`config.mk`:
```
export PLATFORM = sky130hd
export DESIGN_NAME = ifu_thrwm_ctl
export DESIGN_NICKNAME = d
export VERILOG_FILES = /design/src/rtl/ifu_thrwm_ctl.sv
export SDC_FILE = /design/constraint.sdc
export NUM_CORES = 1
export LEC_CHECK = 0
export BUFFER_PORTS_ARGS = -buffer_cell sky130_fd_sc_hd__buf_2
export CELL_PAD_IN_SITES_DETAIL_PLACEMENT = 2
export CELL_PAD_IN_SITES_GLOBAL_PLACEMENT = 2
export CORE_MARGIN = 5
export CORE_UTILIZATION = 28
export CTS_CLUSTER_SIZE = 16
export DETAILED_ROUTE_END_ITERATION = 10
export HOLD_SLACK_MARGIN = 0.12
export PLACE_DENSITY = 0.92
export SYNTH_ARGS = -nofsm -noshare
export SYNTH_HDL_FRONTEND = slang
export SYNTH_SLANG_ARGS = --single-unit
```
`constraint.sdc`:
```
create_clock -name clk -period 4 [get_ports clk]
set_clock_uncertainty 0.05 [all_clocks]
set_input_delay 1 -clock clk [delete_from_list [all_inputs] [get_ports clk]]
set_output_delay 1 -clock clk [all_outputs]
set_load 0.02 [all_outputs]
```
`src/rtl/ifu_thrwm_ctl.sv`:
```
// ---------------------------------------------------------------------------
// ifu_thrwm_ctl
//
// Thread wait-mask and thread-state controller for the four threads of one
// core. Each thread carries three kinds of wait condition:
//   - imiss    : an instruction miss is outstanding
//   - stbwait  : the store buffer is full
//   - other    : a long-latency multiply, divide or FP op is outstanding
// A thread whose masks are all clear is eligible to run. One thread FSM per
// thread tracks IDLE / WAIT / RDY / RUN (plus SPEC_RDY / SPEC_RUN when
// speculative wake-up is built in).
//
// Build option:
//   IFU_THRWM_SPEC_EN  When defined, a waiting thread may wake speculatively
//                      (SPEC_RDY / SPEC_RUN). It is later confirmed
//                      (spec_cfm) or killed (spec_kill -> WAIT on imiss).
//                      When undefined, spec_ok/spec_cfm/spec_kill are
//                      ignored and WAIT always exits straight to RDY.
//
// Ports:
//   clk, rst_l                  clock, asynchronous active-low reset
//   thr_start / thr_stop        per-thread start (IDLE->RDY) / stop (->IDLE)
//   sel_thr                     one-hot scheduler pick
//   switch_out                  running thread yields (RUN->RDY)
//   imiss_set/clr, stb_set/clr  wait-mask set/clear events
//   mul/div/fp _issue/_done     long-latency unit launch / return
//   spec_ok, spec_cfm, spec_kill  speculative wake, confirm, kill
//   thr_state0..3               registered thread states (5-bit encodings)
//   wm_imiss, wm_stbwait, wm_other  registered wait masks
//   mul_wait, div_wait, fp_wait     registered per-unit wait bits
//   *_wait_nxt                  combinational next values of the unit bits
//   completion                  one-cycle pulse after a wake to RDY/RUN
//   rdy_vec                     thread is RDY or SPEC_RDY
// ---------------------------------------------------------------------------
module ifu_thrwm_ctl (
  input  logic       clk,
  input  logic       rst_l,
  input  logic [3:0] thr_start,
  input  logic [3:0] thr_stop,
  input  logic [3:0] sel_thr,
  input  logic [3:0] switch_out,
  input  logic [3:0] imiss_set,
  input  logic [3:0] imiss_clr,
  input  logic [3:0] stb_set,
  input  logic [3:0] stb_clr,
  input  logic [3:0] mul_issue,
  input  logic [3:0] mul_done,
  input  logic [3:0] div_issue,
  input  logic [3:0] div_done,
  input  logic [3:0] fp_issue,
  input  logic [3:0] fp_done,
  input  logic [3:0] spec_ok,
  input  logic [3:0] spec_cfm,
  input  logic [3:0] spec_kill,
  output logic [4:0] thr_state0,
  output logic [4:0] thr_state1,
  output logic [4:0] thr_state2,
  output logic [4:0] thr_state3,
  output logic [3:0] wm_imiss,
  output logic [3:0] wm_stbwait,
  output logic [3:0] wm_other,
  output logic [3:0] mul_wait,
  output logic [3:0] div_wait,
  output logic [3:0] fp_wait,
  output logic [3:0] mul_wait_nxt,
  output logic [3:0] div_wait_nxt,
  output logic [3:0] fp_wait_nxt,
  output logic [3:0] completion,
  output logic [3:0] rdy_vec
);

  typedef enum logic [4:0] {
    THR_IDLE     = 5'b00000,
    THR_WAIT     = 5'b00001,
    THR_RDY      = 5'b11001,
    THR_SPEC_RDY = 5'b10011,
    THR_RUN      = 5'b00101,
    THR_SPEC_RUN = 5'b00111
  } thr_state_e;

  // Registered masks and pulses
  logic [3:0] wm_imiss_q, wm_stbwait_q, wm_other_q;
  logic [3:0] mul_wait_q, div_wait_q, fp_wait_q;
  logic [3:0] completion_q;

  // Next-state values
  logic [3:0] wm_imiss_d, wm_stbwait_d, wm_other_d;
  logic [3:0] mul_wait_d, div_wait_d, fp_wait_d;
  logic [3:0] completion_d;

  // Per-thread state summaries gathered from the thread FSMs
  logic [19:0] state_flat;
  logic [3:0]  idle_vec;
  logic [3:0]  selectable_vec;
  logic [3:0]  kill_set;
  logic [3:0]  any_nxt;
  logic [3:0]  live_vec;

  // Speculation inputs after build-option gating
  logic [3:0]  spec_ok_g;
  logic [3:0]  spec_cfm_g;
  logic [3:0]  spec_kill_g;

  logic        sel_onehot;
  logic        sel_valid;

`ifdef IFU_THRWM_SPEC_EN
  assign spec_ok_g   = spec_ok;
  assign spec_cfm_g  = spec_cfm;
  assign spec_kill_g = spec_kill;
`else
  assign spec_ok_g   = 4'b0000;
  assign spec_cfm_g  = 4'b0000;
  assign spec_kill_g = 4'b0000;
  // Speculation inputs have no function in this build.
  logic unused_spec;
  assign unused_spec = ^{spec_ok, spec_cfm, spec_kill};
`endif

  // -------------------------------------------------------------------------
  // Wait masks. Set events are dropped for IDLE threads so an idle thread
  // can never hold a mask bit; stop wipes every bit of its thread.
  // A killed speculation re-arms the imiss mask so the thread refetches.
  // -------------------------------------------------------------------------
  assign live_vec = ~idle_vec;

  assign wm_imiss_d   = ~thr_stop & ((imiss_set & live_vec) | (wm_imiss_q & ~imiss_clr)
                                     | kill_set);
  assign wm_stbwait_d = ~thr_stop & ((stb_set & live_vec) | (wm_stbwait_q & ~stb_clr));
  assign mul_wait_d   = ~thr_stop & ((mul_issue & live_vec) | (mul_wait_q & ~mul_done));
  assign div_wait_d   = ~thr_stop & ((div_issue & live_vec) | (div_wait_q & ~div_done));
  assign fp_wait_d    = ~thr_stop & ((fp_issue & live_vec) | (fp_wait_q & ~fp_done));
  assign wm_other_d   = mul_wait_d | div_wait_d | fp_wait_d;

  assign any_nxt      = wm_imiss_d | wm_stbwait_d | wm_other_d;

  always_ff @(posedge clk or negedge rst_l) begin
    if (!rst_l) begin
      wm_imiss_q   <= 4'b0000;
      wm_stbwait_q <= 4'b0000;
      wm_other_q   <= 4'b0000;
      mul_wait_q   <= 4'b0000;
      div_wait_q   <= 4'b0000;
      fp_wait_q    <= 4'b0000;
      completion_q <= 4'b0000;
    end else begin
      wm_imiss_q   <= wm_imiss_d;
      wm_stbwait_q <= wm_stbwait_d;
      wm_other_q   <= wm_other_d;
      mul_wait_q   <= mul_wait_d;
      div_wait_q   <= div_wait_d;
      fp_wait_q    <= fp_wait_d;
      completion_q <= completion_d;
    end
  end

  // -------------------------------------------------------------------------
  // Scheduler pick. A pick only counts when it is one-hot and lands on a
  // thread that can actually start running; otherwise nothing moves.
  // -------------------------------------------------------------------------
  assign sel_onehot = (sel_thr != 4'b0000) && ((sel_thr & (sel_thr - 4'b0001)) == 4'b0000);
  assign sel_valid  = sel_onehot && ((sel_thr & selectable_vec) != 4'b0000);

  // -------------------------------------------------------------------------
  // Thread FSMs
  // -------------------------------------------------------------------------
  for (genvar gi = 0; gi < 4; gi++) begin : g_thr
    thr_state_e state_q;
    thr_state_e state_d;
    logic       sel_mine;
    logic       sel_other;
    logic       is_spec;
    logic       comp_d;

    assign sel_mine  = sel_valid & sel_thr[gi];
    // Another thread was granted: whoever is running here must step aside.
    assign sel_other = sel_valid & ~sel_thr[gi];
    assign is_spec   = (state_q == THR_SPEC_RDY) || (state_q == THR_SPEC_RUN);

    always_ff @(posedge clk or negedge rst_l) begin
      if (!rst_l) begin
        state_q <= THR_IDLE;
      end else begin
        state_q <= state_d;
      end
    end

    always_comb begin
      state_d = state_q;
      comp_d  = 1'b0;
      if (thr_stop[gi]) begin
        state_d = THR_IDLE;
      end else if (state_q == THR_IDLE) begin
        if (thr_start[gi]) begin
          state_d = THR_RDY;
        end
      end else if (any_nxt[gi]) begin
        // Also covers spec_kill: it arms the imiss mask, so any_nxt is set.
        state_d = THR_WAIT;
      end else begin
        case (state_q)
          THR_WAIT: begin
            state_d = spec_ok_g[gi] ? THR_SPEC_RDY : THR_RDY;
          end
          THR_SPEC_RDY: begin
            if (sel_mine) begin
              state_d = THR_SPEC_RUN;
            end else if (spec_cfm_g[gi]) begin
              state_d = THR_RDY;
            end
          end
          THR_SPEC_RUN: begin
            // Being displaced and confirmed together lands in plain RDY.
            if (sel_other) begin
              state_d = spec_cfm_g[gi] ? THR_RDY : THR_SPEC_RDY;
            end else if (spec_cfm_g[gi]) begin
              state_d = THR_RUN;
            end
          end
          THR_RDY: begin
            if (sel_mine) begin
              state_d = THR_RUN;
            end
          end
          THR_RUN: begin
            if (sel_other || switch_out[gi]) begin
              state_d = THR_RDY;
            end
          end
          default: begin
            state_d = THR_IDLE;
          end
        endcase
      end

      // Wake-up from WAIT, or confirmation of a speculative wake.
      comp_d = ((state_q == THR_WAIT) && (state_d == THR_RDY)) ||
               (is_spec && ((state_d == THR_RDY) || (state_d == THR_RUN)));
    end

    assign state_flat[gi*5 +: 5] = state_q;
    assign idle_vec[gi]          = (state_q == THR_IDLE);
    assign selectable_vec[gi]    = (state_q == THR_RDY) || (state_q == THR_SPEC_RDY);
    assign kill_set[gi]          = spec_kill_g[gi] & is_spec;
    assign completion_d[gi]      = comp_d;

    // A thread waits exactly when it holds a mask bit.
    a_wait_iff_mask: assert property (@(posedge clk) disable iff (!rst_l)
      (state_q == THR_WAIT) == (wm_imiss_q[gi] | wm_stbwait_q[gi] | wm_other_q[gi]));
  end

  a_other_is_or: assert property (@(posedge clk) disable iff (!rst_l)
    wm_other_q == (mul_wait_q | div_wait_q | fp_wait_q));

  // -------------------------------------------------------------------------
  // Outputs
  // -------------------------------------------------------------------------
  assign thr_state0   = state_flat[4:0];
  assign thr_state1   = state_flat[9:5];
  assign thr_state2   = state_flat[14:10];
  assign thr_state3   = state_flat[19:15];

  assign wm_imiss     = wm_imiss_q;
  assign wm_stbwait   = wm_stbwait_q;
  assign wm_other     = wm_other_q;
  assign mul_wait     = mul_wait_q;
  assign div_wait     = div_wait_q;
  assign fp_wait      = fp_wait_q;

  assign mul_wait_nxt = mul_wait_d;
  assign div_wait_nxt = div_wait_d;
  assign fp_wait_nxt  = fp_wait_d;

  assign completion   = completion_q;
  assign rdy_vec      = selectable_vec;

endmodule

```
# [Word-level counts from Yosys, hierarchy flattened]
# Index checks and enable logic that the tools add are counted.
# W data, S select, Z words.
[op_classes] add_sub_neg=1 eq_ne=28 muxes=36 n_bitwise=45 n_reduce_logical=37
[ops] op="$mux W5" n=32
[ops] op="$pmux W5 S5" n=4
[ops] op="$and A4 B4 Y4" n=17
[ops] op="$eq A5 B3 Y1 const B" n=12
[ops] op="$eq A5 B5 Y1 const B" n=12
[ops] op="$or A4 B4 Y4" n=9
[ops] op="$not A4 Y4" n=7
[ops] op="$eq A5 B1 Y1 const B" n=4
[ops] op="$logic_not A5 Y1" n=4
[ops] op="$logic_or A1 B1 Y1" n=20
[ops] op="$logic_and A1 B1 Y1" n=10
[ops] op="$and A1 B1 Y1" n=8
[ops] op="$reduce_bool A4 Y1" n=2
[ops] op="$logic_not A4 Y1" n=1
[ops] op="$not A1 Y1" n=4
[ops] op="$sub A4 B1 Y4 const B" n=1
[totals] regBits=48 in_bits=70 output_inout_bits=64 word_cells=158

# [Depth between registers and ports, before layout]
# Gate-level depths: netlist of run 1.
[logic_depth] depth_word=16 depth_mapped=8 mapped_depth_nobuf=7

# [Worst setup path after synthesis of run 1]
# OpenSTA, ideal clock, no wires.
[synth_path] path_type="input to register" start="input thr_stop[1]" end="register g_thr[1].state_q[3] (netlist: thr_state1[3])" setup_ns=0.122 arrival_time_ns=2.611 required_time_ns=3.828 path_slack_ns=1.218 cell_stages=5 path_buffers=1 cell_sequence="clkbuf_1 > or4_1 > or4_1 > o31a_1 > a2111oi_1"
[synth_via] elab_chain_len=8 word_cells_on_any_way=13 classes_between="3 x mux; 10 x bitwise"
[synth_rtl] item="start, declared" line="39" text="input logic [3:0] thr_stop,"
[synth_rtl] item="$not A4 Y4"
[synth_rtl] item="$and A4 B4 Y4, on equally long branches" line="130, 131"
[synth_rtl] item="$or A4 B4 Y4 (2 in a row)" line="133" text="assign wm_other_d = mul_wait_d | div_wait_d | fp_wait_d;"
[synth_rtl] item="$or A4 B4 Y4" line="135" text="assign any_nxt = wm_imiss_d | wm_stbwait_d | wm_other_d;"
[synth_rtl] item="$mux W5" line="197" text="end else if (any_nxt[gi]) begin"
[synth_rtl] item="$mux W5" line="193" text="end else if (state_q == THR_IDLE) begin"
[synth_rtl] item="$mux W5 *" line="191" text="if (thr_stop[gi]) begin"
[synth_rtl] item="net g_thr[1].state_d[3]" line="169" text="thr_state_e state_d;"
[synth_rtl] item="end signal, assigned" line="184" text="state_q <= state_d;"
[synth_rtl] item="end, declared" line="168" text="thr_state_e state_q;"
# The timed path passes the listed nets; every way through them passes the cells marked *.

# [Worst setup path after layout of run 1]
[layout_path] start="register g_thr[1].state_q[2] (netlist: thr_state1[2])" end="output mul_wait_nxt[1]"
[layout_via] elab_chain_len=5
[layout_rtl] item="$logic_not A5 Y1" line="242" text="assign idle_vec[gi] = (state_q == THR_IDLE);"
[layout_rtl] item="$not A4 Y4" line="125" text="assign live_vec = ~idle_vec;"
[layout_rtl] item="$and A4 B4 Y4" line="130" text="assign mul_wait_d = ~thr_stop & ((mul_issue & live_vec) | (mul_wait_q & ~mul_done));"
[layout_rtl] item="$or A4 B4 Y4" line="130"
[layout_rtl] item="$and A4 B4 Y4" line="130"
[layout_rtl] item="end, declared" line="65" text="output logic [3:0] mul_wait_nxt,"
# Every way passes these cells.

==> results.json, run 1 <==
{
  "antenna_found_initial": 0,
  "start_util_pct": 28.9,
  "fp.dieW_um": 111,
  "netlist_area_sq_um": 2850,
  "top_usage_layer": "met2",
  "io_pins": 134,
  "grt_pass1_vias": 3451,
  "fp.dieH_um": 111,
  "r2r_slack_ns": 1.44,
  "hold_viol": 0,
  "vias_per_cell": 5.16,
  "synth.area.top_cells": "dfrtp_1, a21oi_1, nand2b_1, nor2_1, nand2_1",
  "r2r_end": "thr_state0[3]$_DFF_PN0_",
  "min_path_cells": 2,
  "worst_pin_slew_ns": 0.817,
  "ir_drop_mv": 0.140,
  "crit_fanout": 10,
  "vias": 2998,
  "period_minus_slack_ns": 3.45,
  "cts_resized": 0,
  "finalSetupTns_ns": 0,
  "cts_buffers": 5,
  "ys.flop_type": "dfrtp_1",
  "area_growth_syn_to_layout_pct": 27.8,
  "hold_buffers": 0,
  "yosys.area_share.simple_pct": 31.1,
  "p_per_area_nw_per_um2": 389,
  "synth_top_family_by_area": "simple AND/OR/NAND/NOR gates",
  "grt_use_total_pct": 17.0,
  "reg2reg_depth": 6,
  "grt-ovfl-total": 0,
  "cp-start-kind": "flip-flop",
  "worst-path-buf-inv": 1,
  "htree_levels": 2,
  "drc": 0,
  "avgSynthCellArea_sq_um": 8.54,
  "fp.coreArea_sq_um": 9860,
  "cts.sinks": 48,
  "async_flop_share_pct": 100,
  "clk_pin_slew_ns": 0.10,
  "cp-end-kind": "primary output",
  "cp_data_arrival_time_ns": 2.40,
  "grtUsageMet1_pct": 18.8,
  "io_buffer_count": 121,
  "gr-usage-met2_pct": 32.7,
  "diodes": 0,
  "use_met3_pct": 3.82,
  "synth_cell_types": 49,
  "drive_above_1_share_pct": 30.8,
  "clock_latency_ns": 0.32,
  "ys_ff_latch": 48,
  "yosys.area.top_type_share_pct": 42.1,
  "r2r_start": "thr_state0[1]$_DFF_PN0_",
  "synth_fp_nets": 404,
  "synth.largest_area_cell": "dfrtp_1",
  "cp_cell_sequence": "nor4_1 -> nand2b_1 -> nand2_1 -> a21oi_1 -> buf_2",
  "cts_buffer_depth": 2,
  "fmax_ghz": 0.290,
  "crit_slowest_cell": "nor4_1",
  "crit_family": "simple AND/OR/NAND/NOR gates",
  "p_leak_nw": 1.79,
  "mostFrequentLayoutCell": "buf_2",
  "crit_start": "thr_state1[2]$_DFF_PN0_",
  "rsz0062_at_grt": "no",
  "grt_max_degree": 26,
  "max_stage_delay_ns": 0.75,
  "grt_pass1_wl_mm": 17.5,
  "muxShareOfSynthArea_pct": 0,
  "setup_viol": 0,
  "yosysWarnings": 0,
  "placed_area_sq_um": 3550,
  "cts_tree": "done",
  "synth_compound_area_share_pct": 20.0,
  "synth_xor_area_share_pct": 2.15,
  "dieArea_sq_um": 12300,
  "holdCritPathClass": "reg -> reg",
  "totalWireLength_mm": 10.4,
  "required_ns": 2.95,
  "std_cell_rows": 36,
  "dr.pass1.iters": 4,
  "finalNetCount": 517,
  "synth_enable_flop_cells": 0,
  "period_share_pct": 86.2,
  "maxCapViolations": 0,
  "final_cell_mix": "buf_2, dfrtp_1, a21oi_1",
  "ant_nets": 0,
  "status": "completed",
  "max-slew-margin-rel_pct": 45.0,
  "dp_hpwl_mm": 8.43,
  "synth_adder_area_share_pct": 0,
  "min-delay-start": "wm_stbwait[1]$_DFF_PN0_",
  "whs_endpoint": "wm_stbwait[1]$_DFF_PN0_",
  "critPathKind": "reg -> out",
  "stdcell_area_sq_um": 3650,
  "cts_setup_buffers": 0,
  "cts-root-buf": "clkbuf_8",
  "initialDrtViolationCount": 78,
  "yosysSeqAreaShare_pct": 42.1,
  "post_drt_wl_per_cell_um": 17.9,
  "gp_congestion": 0.811,
  "synthCells": 334,
  "slew_violations": 0
}
-- routing by layer --
layer  vias up  wire (um)
met5         -          0
met4         0        106
met3         7        429
met2        70       5730
met1      1502       4130
li1       1419          -
-- layout make-up --
class | count | area [sq um]
Clock inverter | 2 | 10.0
Clock buffer | 6 | 82.6
Tap cell | 133 | 166
Sequential cell | 48 | 1200
Fill cell | 1155 | 6220
Timing Repair Buffer | 122 | 613
Inverter | 14 | 52.6
Multi-Input combinational cell | 256 | 1520
-- synthesized netlist by cell type (all sizes together), types with 4 or more instances --
master / number
nor2: 30
nor2b: 13
dfrtp: 48
o21ai: 11
nor3b: 5
nand2b: 24
or3: 11
nor4: 10
a2111oi: 4
nand3b: 4
nand3: 8
a211oi: 4
and3: 4
xor2: 4
nand2: 28
clkbuf: 12
inv: 14
nor3: 10
buf: 4
a21oi: 40
-- worst min-delay path, stage by stage, from the launching register on --
cell and delay (ns):
dfrtp_1 0.39, nand2b_1 0.10, a21oi_1 0.07
-- where the power goes --
group / total [mW] / internal (mW) / switching [mW] / leakage [nW]
sequential: 0.584 / 0.535 / 0.0487 / 0.647
combinational: 0.509 / 0.189 / 0.320 / 1.10
clock: 0.324 / 0.139 / 0.186 / 0.0510
-- flip-flops by register name, summed over array words and instances, names as in the netlist --
signal      cells
thr_state0      5
thr_state1      5
thr_state2      5
thr_state3      5
completion      4
div_wait        4
fp_wait         4
mul_wait        4
wm_imiss        4
wm_other        4
wm_stbwait      4
-- worst max path at each step --
stage	end	cells past startpoint
global route	mul_wait_nxt[1]	5
floorplan	thr_state1[3]$_DFF_PN0_	5
detailed placement	mul_wait_nxt[1]	5
global placement	thr_state0[3]$_DFF_PN0_	7
CTS	mul_wait_nxt[1]	5
finish	mul_wait_nxt[1]	5
-- logic make-up (layout without fill, tap and decap cells) --
logic type,after synthesis,after routing
simple gates,163,163
compound gates,86,86
xor+xnor,7,7
buf+inv,30,144
flops,48,48
-- per-stage QoR --
stage	setup WS, ns	hold WS (ns)	total power [mW]	std cells	utilization [%]
after floorplan	1.22	0.587	0.934	334	-
after global placement	0.983	0.503	1.08	573	36.0
after detailed placement	0.910	0.523	1.11	573	36.0
after CTS	0.532	0.541	1.44	581	37.0
after global routing	0.291	0.571	1.51	581	37.0
final	0.552	0.531	1.42	581	37.0
(Power assumes the default switching activity.)
==> inputs of run 2 (changes only) <==
--- a/config.mk
+++ b/config.mk
@@ -14,6 +14,7 @@
 export DETAILED_ROUTE_END_ITERATION = 10
 export HOLD_SLACK_MARGIN = 0.12
 export PLACE_DENSITY = 0.92
+export REMOVE_ABC_BUFFERS = 1
 export SYNTH_ARGS = -nofsm -noshare
 export SYNTH_HDL_FRONTEND = slang
 export SYNTH_SLANG_ARGS = --single-unit
==> run 2 against run 1 <==
Die area did not move; sequential power barely moved; clock power rose by 14%; largest power group unchanged; highest routed layer unchanged.
==> results.json, run 2 (synthesized netlist as in run 1, its figures left out) <==
{
  "cts_setup_buffers": 0,
  "io_pins": 134,
  "crit_family": "simple AND/OR/NAND/NOR gates",
  "critPathKind": "reg -> out",
  "io_buffer_count": 121,
  "clock_latency_ns": 0.32,
  "grt_pass1_wl_mm": 17.1,
  "fp.dieW_um": 111,
  "p_per_area_nw_per_um2": 399,
  "final_util_pct": 37.2,
  "cp-end-kind": "primary output",
  "hold_viol": 0,
  "drc": 0,
  "p_leak_nw": 1.80,
  "dr.pass1.iters": 3,
  "period_share_pct": 79.7,
  "slew_violations": 0,
  "dp_hpwl_mm": 8.28,
  "cts_buffer_depth": 2,
  "worst-path-buf-inv": 1,
  "cp-start-kind": "flip-flop",
  "final_cell_mix": "buf_2, dfrtp_1, a21oi_1",
  "ir_drop_mv": 0.196,
  "fp.dieH_um": 111,
  "cts.sinks": 48,
  "area_growth_syn_to_layout_pct": 28.5,
  "crit_fanout": 9,
  "cts_tree": "done",
  "hold_buffers": 0,
  "dp_cells": 574,
  "dieArea_sq_um": 12300,
  "post_drt_wl_per_cell_um": 17.7,
  "max-slew-margin-rel_pct": 50.5,
  "clk_pin_slew_ns": 0.10,
  "grt_max_degree": 30,
  "vias_per_cell": 5.14,
  "finalSetupTns_ns": 0,
  "rsz0062_at_grt": "no",
  "drive_above_1_share_pct": 30.7,
  "grt_pass1_vias": 3375,
  "final_cells": 582,
  "cts-root-buf": "clkbuf_8",
  "fmax_ghz": 0.313,
  "start_util_pct": 28.9,
  "crit_slowest_cell": "dfrtp_1",
  "htree_levels": 2,
  "ant_nets": 0,
  "maxCapViolations": 0,
  "grt-ovfl-total": 0,
  "cp_cell_sequence": "or3_4 -> or3_1 -> nand2_1 -> a21oi_1 -> buf_2",
  "vias": 2994,
  "max_stage_delay_ns": 0.49,
  "finalNetCount": 518,
  "std_cell_rows": 36,
  "setup_viol": 0,
  "holdCritPathClass": "reg -> reg",
  "diodes": 0,
  "grt_use_total_pct": 16.6,
  "fp.coreArea_sq_um": 9860,
  "antenna_found_initial": 0,
  "cp_data_arrival_time_ns": 2.14,
  "totalWireLength_mm": 10.3,
  "required_ns": 2.95,
  "gp_congestion": 0.858,
  "cts_resized": 0,
  "mostFrequentLayoutCell": "buf_2",
  "status": "completed",
  "cts_buffers": 5,
  "initialDrtViolationCount": 121,
  "period_minus_slack_ns": 3.19,
  "worst_pin_slew_ns": 0.743
}
run 2: final timing paths:
kind                                         start                 endpoint  slack (ns)  depth (start not counted)
min in group asynchronous                    rst_l    div_wait[3]$_DFF_PN0_        0.68                          1
max reg2reg                thr_state0[1]$_DFF_PN0_  thr_state0[3]$_DFF_PN0_        1.41                          6
max in group asynchronous                    rst_l    wm_other[2]$_DFF_PN0_        2.43                          2
max                        thr_state2[1]$_DFF_PN0_          mul_wait_nxt[2]        0.81                          5
min                        wm_stbwait[1]$_DFF_PN0_  wm_stbwait[1]$_DFF_PN0_        0.53                          2
min reg2reg                wm_stbwait[1]$_DFF_PN0_  wm_stbwait[1]$_DFF_PN0_        0.53                          2
run 2: routing by layer:
metal	part of all wire (%)	vias up	track usage [%]	routed length, um
met4	0.86	0	3.37	89
met3	4.0	8	3.82	417
met1	41	1513	18.8	4210
met5	0	-	0	0
met2	54	58	31.6	5580
li1	-	1415	-	-
run 2: through the flow:
stage	power, mW	hold slack (ns)	setup WS, ns	area, sq um
4_1_cts	1.49	0.530	0.784	3670
3_5_place_dp	1.11	0.515	0.930	3560
6_report	1.47	0.531	0.810	3670
2_1_floorplan	0.911	0.588	1.26	2770
3_3_place_gp	1.08	0.506	0.973	3560
5_1_grt	1.56	0.573	0.702	3670
run 2: report_power, final:
part | switching [mW] | internal, mW
registers | 0.0485 | 0.535
clock network | 0.183 | 0.186
logic | 0.322 | 0.191
total | 0.553 | 0.912
run 2: worst register-to-register path: cells and delay by family (launching register included):
kind	cells	cell delay [ns]
AND/OR/NAND/NOR	2	1.00
AO/OA/AOI/OAI	3	0.73
flip-flops	1	0.51
XOR/XNOR	1	0.20
run 2: layout make-up:
type / instances / area, sq um
sequential: 48 / 1200
timing repair buffer: 123 / 621
fill: 1167 / 6200
inverter: 14 / 52.6
tap: 133 / 166
clock inverter: 2 / 35.0
multi-input combinational: 256 / 1520
clock buffer: 6 / 72.6
==> inputs of run 3 (changes only) <==
--- a/config.mk
+++ b/config.mk
@@ -9,11 +9,11 @@
 export CELL_PAD_IN_SITES_DETAIL_PLACEMENT = 2
 export CELL_PAD_IN_SITES_GLOBAL_PLACEMENT = 2
 export CORE_MARGIN = 5
-export CORE_UTILIZATION = 28
+export CORE_UTILIZATION = 26
 export CTS_CLUSTER_SIZE = 16
 export DETAILED_ROUTE_END_ITERATION = 10
 export HOLD_SLACK_MARGIN = 0.12
-export PLACE_DENSITY = 0.92
+export PLACE_DENSITY = 0.86
 export REMOVE_ABC_BUFFERS = 1
 export SYNTH_ARGS = -nofsm -noshare
 export SYNTH_HDL_FRONTEND = slang
==> constraint.sdc (replaced) <==
create_clock -name clk -period 3 [get_ports clk]
set_clock_uncertainty 0.05 [all_clocks]
set_input_delay 0.75 -clock clk [delete_from_list [all_inputs] [get_ports clk]]
set_output_delay 0.75 -clock clk [all_outputs]
set_load 0.02 [all_outputs]
==> run 3 against run 2 <==
Design area is 0.92% higher; critical endpoint unchanged; clock-buffer cell count is 2 higher; die area is 7.0% higher; clock power is 13% higher; global-route usage is 0.48 points lower; critical path depth stayed put; hold slack worse by 0.20 ns; largest power group unchanged; wire length is 1.3% higher; core utilization is 2.9 points lower; via count is 0.70% lower.
==> results.json, run 3 (synthesized netlist as in run 1, its figures left out) <==
{
  "place_ws_ns": 0.182,
  "holdCritPathClass": "in -> async",
  "cts_tree": "done",
  "grt_pass1_vias": 3519,
  "cts.sinks": 48,
  "stdcell_area_sq_um": 3700,
  "vias": 2973,
  "io_pins": 134,
  "final_cell_mix": "buf_2, dfrtp_1, a21oi_1",
  "hold_viol": 0,
  "clock_latency_ns": 0.31,
  "drive_above_1_share_pct": 31.5,
  "rsz0062_at_grt": "no",
  "fmax_ghz": 0.357,
  "cp-end-kind": "primary output",
  "p_total_mw": 1.89,
  "dr.pass1.iters": 4,
  "grt_pass1_wl_mm": 17.4,
  "max_stage_delay_ns": 0.49,
  "grt_max_degree": 31,
  "io_buffer_count": 121,
  "clk_pin_slew_ns": 0.09,
  "ant_nets": 0,
  "period_share_pct": 93.4,
  "hold_buffers": 0,
  "placed_area_sq_um": 3600,
  "max-slew-margin-rel_pct": 59.0,
  "gp_congestion": 0.788,
  "final_cells": 594,
  "multi_input_area_sq_um": 1530,
  "mostFrequentLayoutCell": "buf_2",
  "totalWireLength_mm": 10.4,
  "period_minus_slack_ns": 2.80,
  "grt-ovfl-total": 0,
  "fillers": 1247,
  "maxCapViolations": 0,
  "holdWs_ns": 0.334,
  "fp.dieH_um": 115,
  "setup_viol": 0,
  "drc": 0,
  "finalSetupTns_ns": 0,
  "fp.coreArea_sq_um": 10800,
  "p_per_area_nw_per_um2": 511,
  "cp_common_cell": "or3_4",
  "p_leak_nw": 1.82,
  "post_drt_wl_per_cell_um": 17.6,
  "required_ns": 2.20,
  "cp-start-kind": "flip-flop",
  "grt_use_total_pct": 16.1,
  "cts-root-buf": "clkbuf_8",
  "fp.dieW_um": 115,
  "cp_data_arrival_time_ns": 2.00,
  "slew_violations": 0,
  "worst_slack_ns": 0.199,
  "cts_buffers": 5,
  "seq_area_sq_um": 1200,
  "std_cell_rows": 38,
  "finalNetCount": 523,
  "crit_fanout": 9,
  "area_growth_syn_to_layout_pct": 29.7,
  "htree_levels": 2,
  "worst_pin_slew_ns": 0.606,
  "ir_drop_mv": 0.221,
  "vias_per_cell": 5.01,
  "dieArea_sq_um": 13200,
  "initialDrtViolationCount": 68,
  "diodes": 0,
  "start_util_pct": 26.4,
  "final_util_pct": 34.3,
  "dp_hpwl_mm": 8.44,
  "antenna_found_initial": 0,
  "cp_cell_sequence": "or3_4 -> or3_4 -> nand2_1 -> a21oi_1 -> buf_2",
  "critPathKind": "reg -> out",
  "dp_cells": 585,
  "cts_buffer_depth": 2,
  "crit_slowest_cell": "dfrtp_1",
  "status": "completed"
}
run 3: changes by cell type in the layout (fill, tap and decap cells not counted), sizes merged:
cell / previous run / this run
clkbuf: 6 / 8
buf: 123 / 128
clkinv: 1 / 0
bufinv: 1 / 0
run 3: final cells by class:
class	count	share of cell area (%)
inverters	14	1.42
well taps	140	4.73
flip-flops and latches	48	32.4
clock buffers	8	2.43
multi-input cells	256	41.2
repair buffers	128	17.8
run 3: worst max-delay path: cells and delay by family (launching register included):
| family | cells | cell delay (ns) |
|---|---|---|
| AND/OR/NAND/NOR | 3 | 0.95 |
| AO/OA/AOI/OAI | 1 | 0.09 |
| buffers and inverters | 1 | 0.17 |
| flip-flops | 1 | 0.49 |
run 3: worst paths after layout:
path | startpoint | slack [ns] | depth (start not counted) | endpoint
worst min register to register | wm_imiss[3]$_DFF_PN0_ | 0.52 | 2 | wm_imiss[3]$_DFF_PN0_
max in group asynchronous | rst_l | 1.78 | 2 | div_wait[0]$_DFF_PN0_
worst min-delay path | rst_l | 0.33 | 1 | wm_other[2]$_DFF_PN0_
min in group clk | wm_imiss[3]$_DFF_PN0_ | 0.52 | 2 | wm_imiss[3]$_DFF_PN0_
worst max-delay path | thr_state2[3]$_DFF_PN0_ | 0.20 | 5 | mul_wait_nxt[2]
worst max register to register | thr_state0[1]$_DFF_PN0_ | 0.44 | 6 | thr_state0[2]$_DFF_PN0_
run 3: timing repair:
item	CTS	global route
resized for setup	0	1
endpoints found under the setup margin	0	6
setup buffers	0	1
run 3: per-layer routing:
layer	up-vias	GRT usage, %	share of wire, %
li1	1423	-	-
met1	1466	19.8	42
met2	72	28.8	51
met3	12	3.89	5.1
met4	0	3.44	1.2
met5	-	0	0
run 3: where the power goes:
| group | total (mW) | internal, mW | leakage [nW] | switching, mW |
|---|---|---|---|---|
| clock | 0.416 | 0.189 | 0.0455 | 0.227 |
| sequential | 0.779 | 0.713 | 0.647 | 0.0652 |
| combinational | 0.696 | 0.265 | 1.13 | 0.431 |
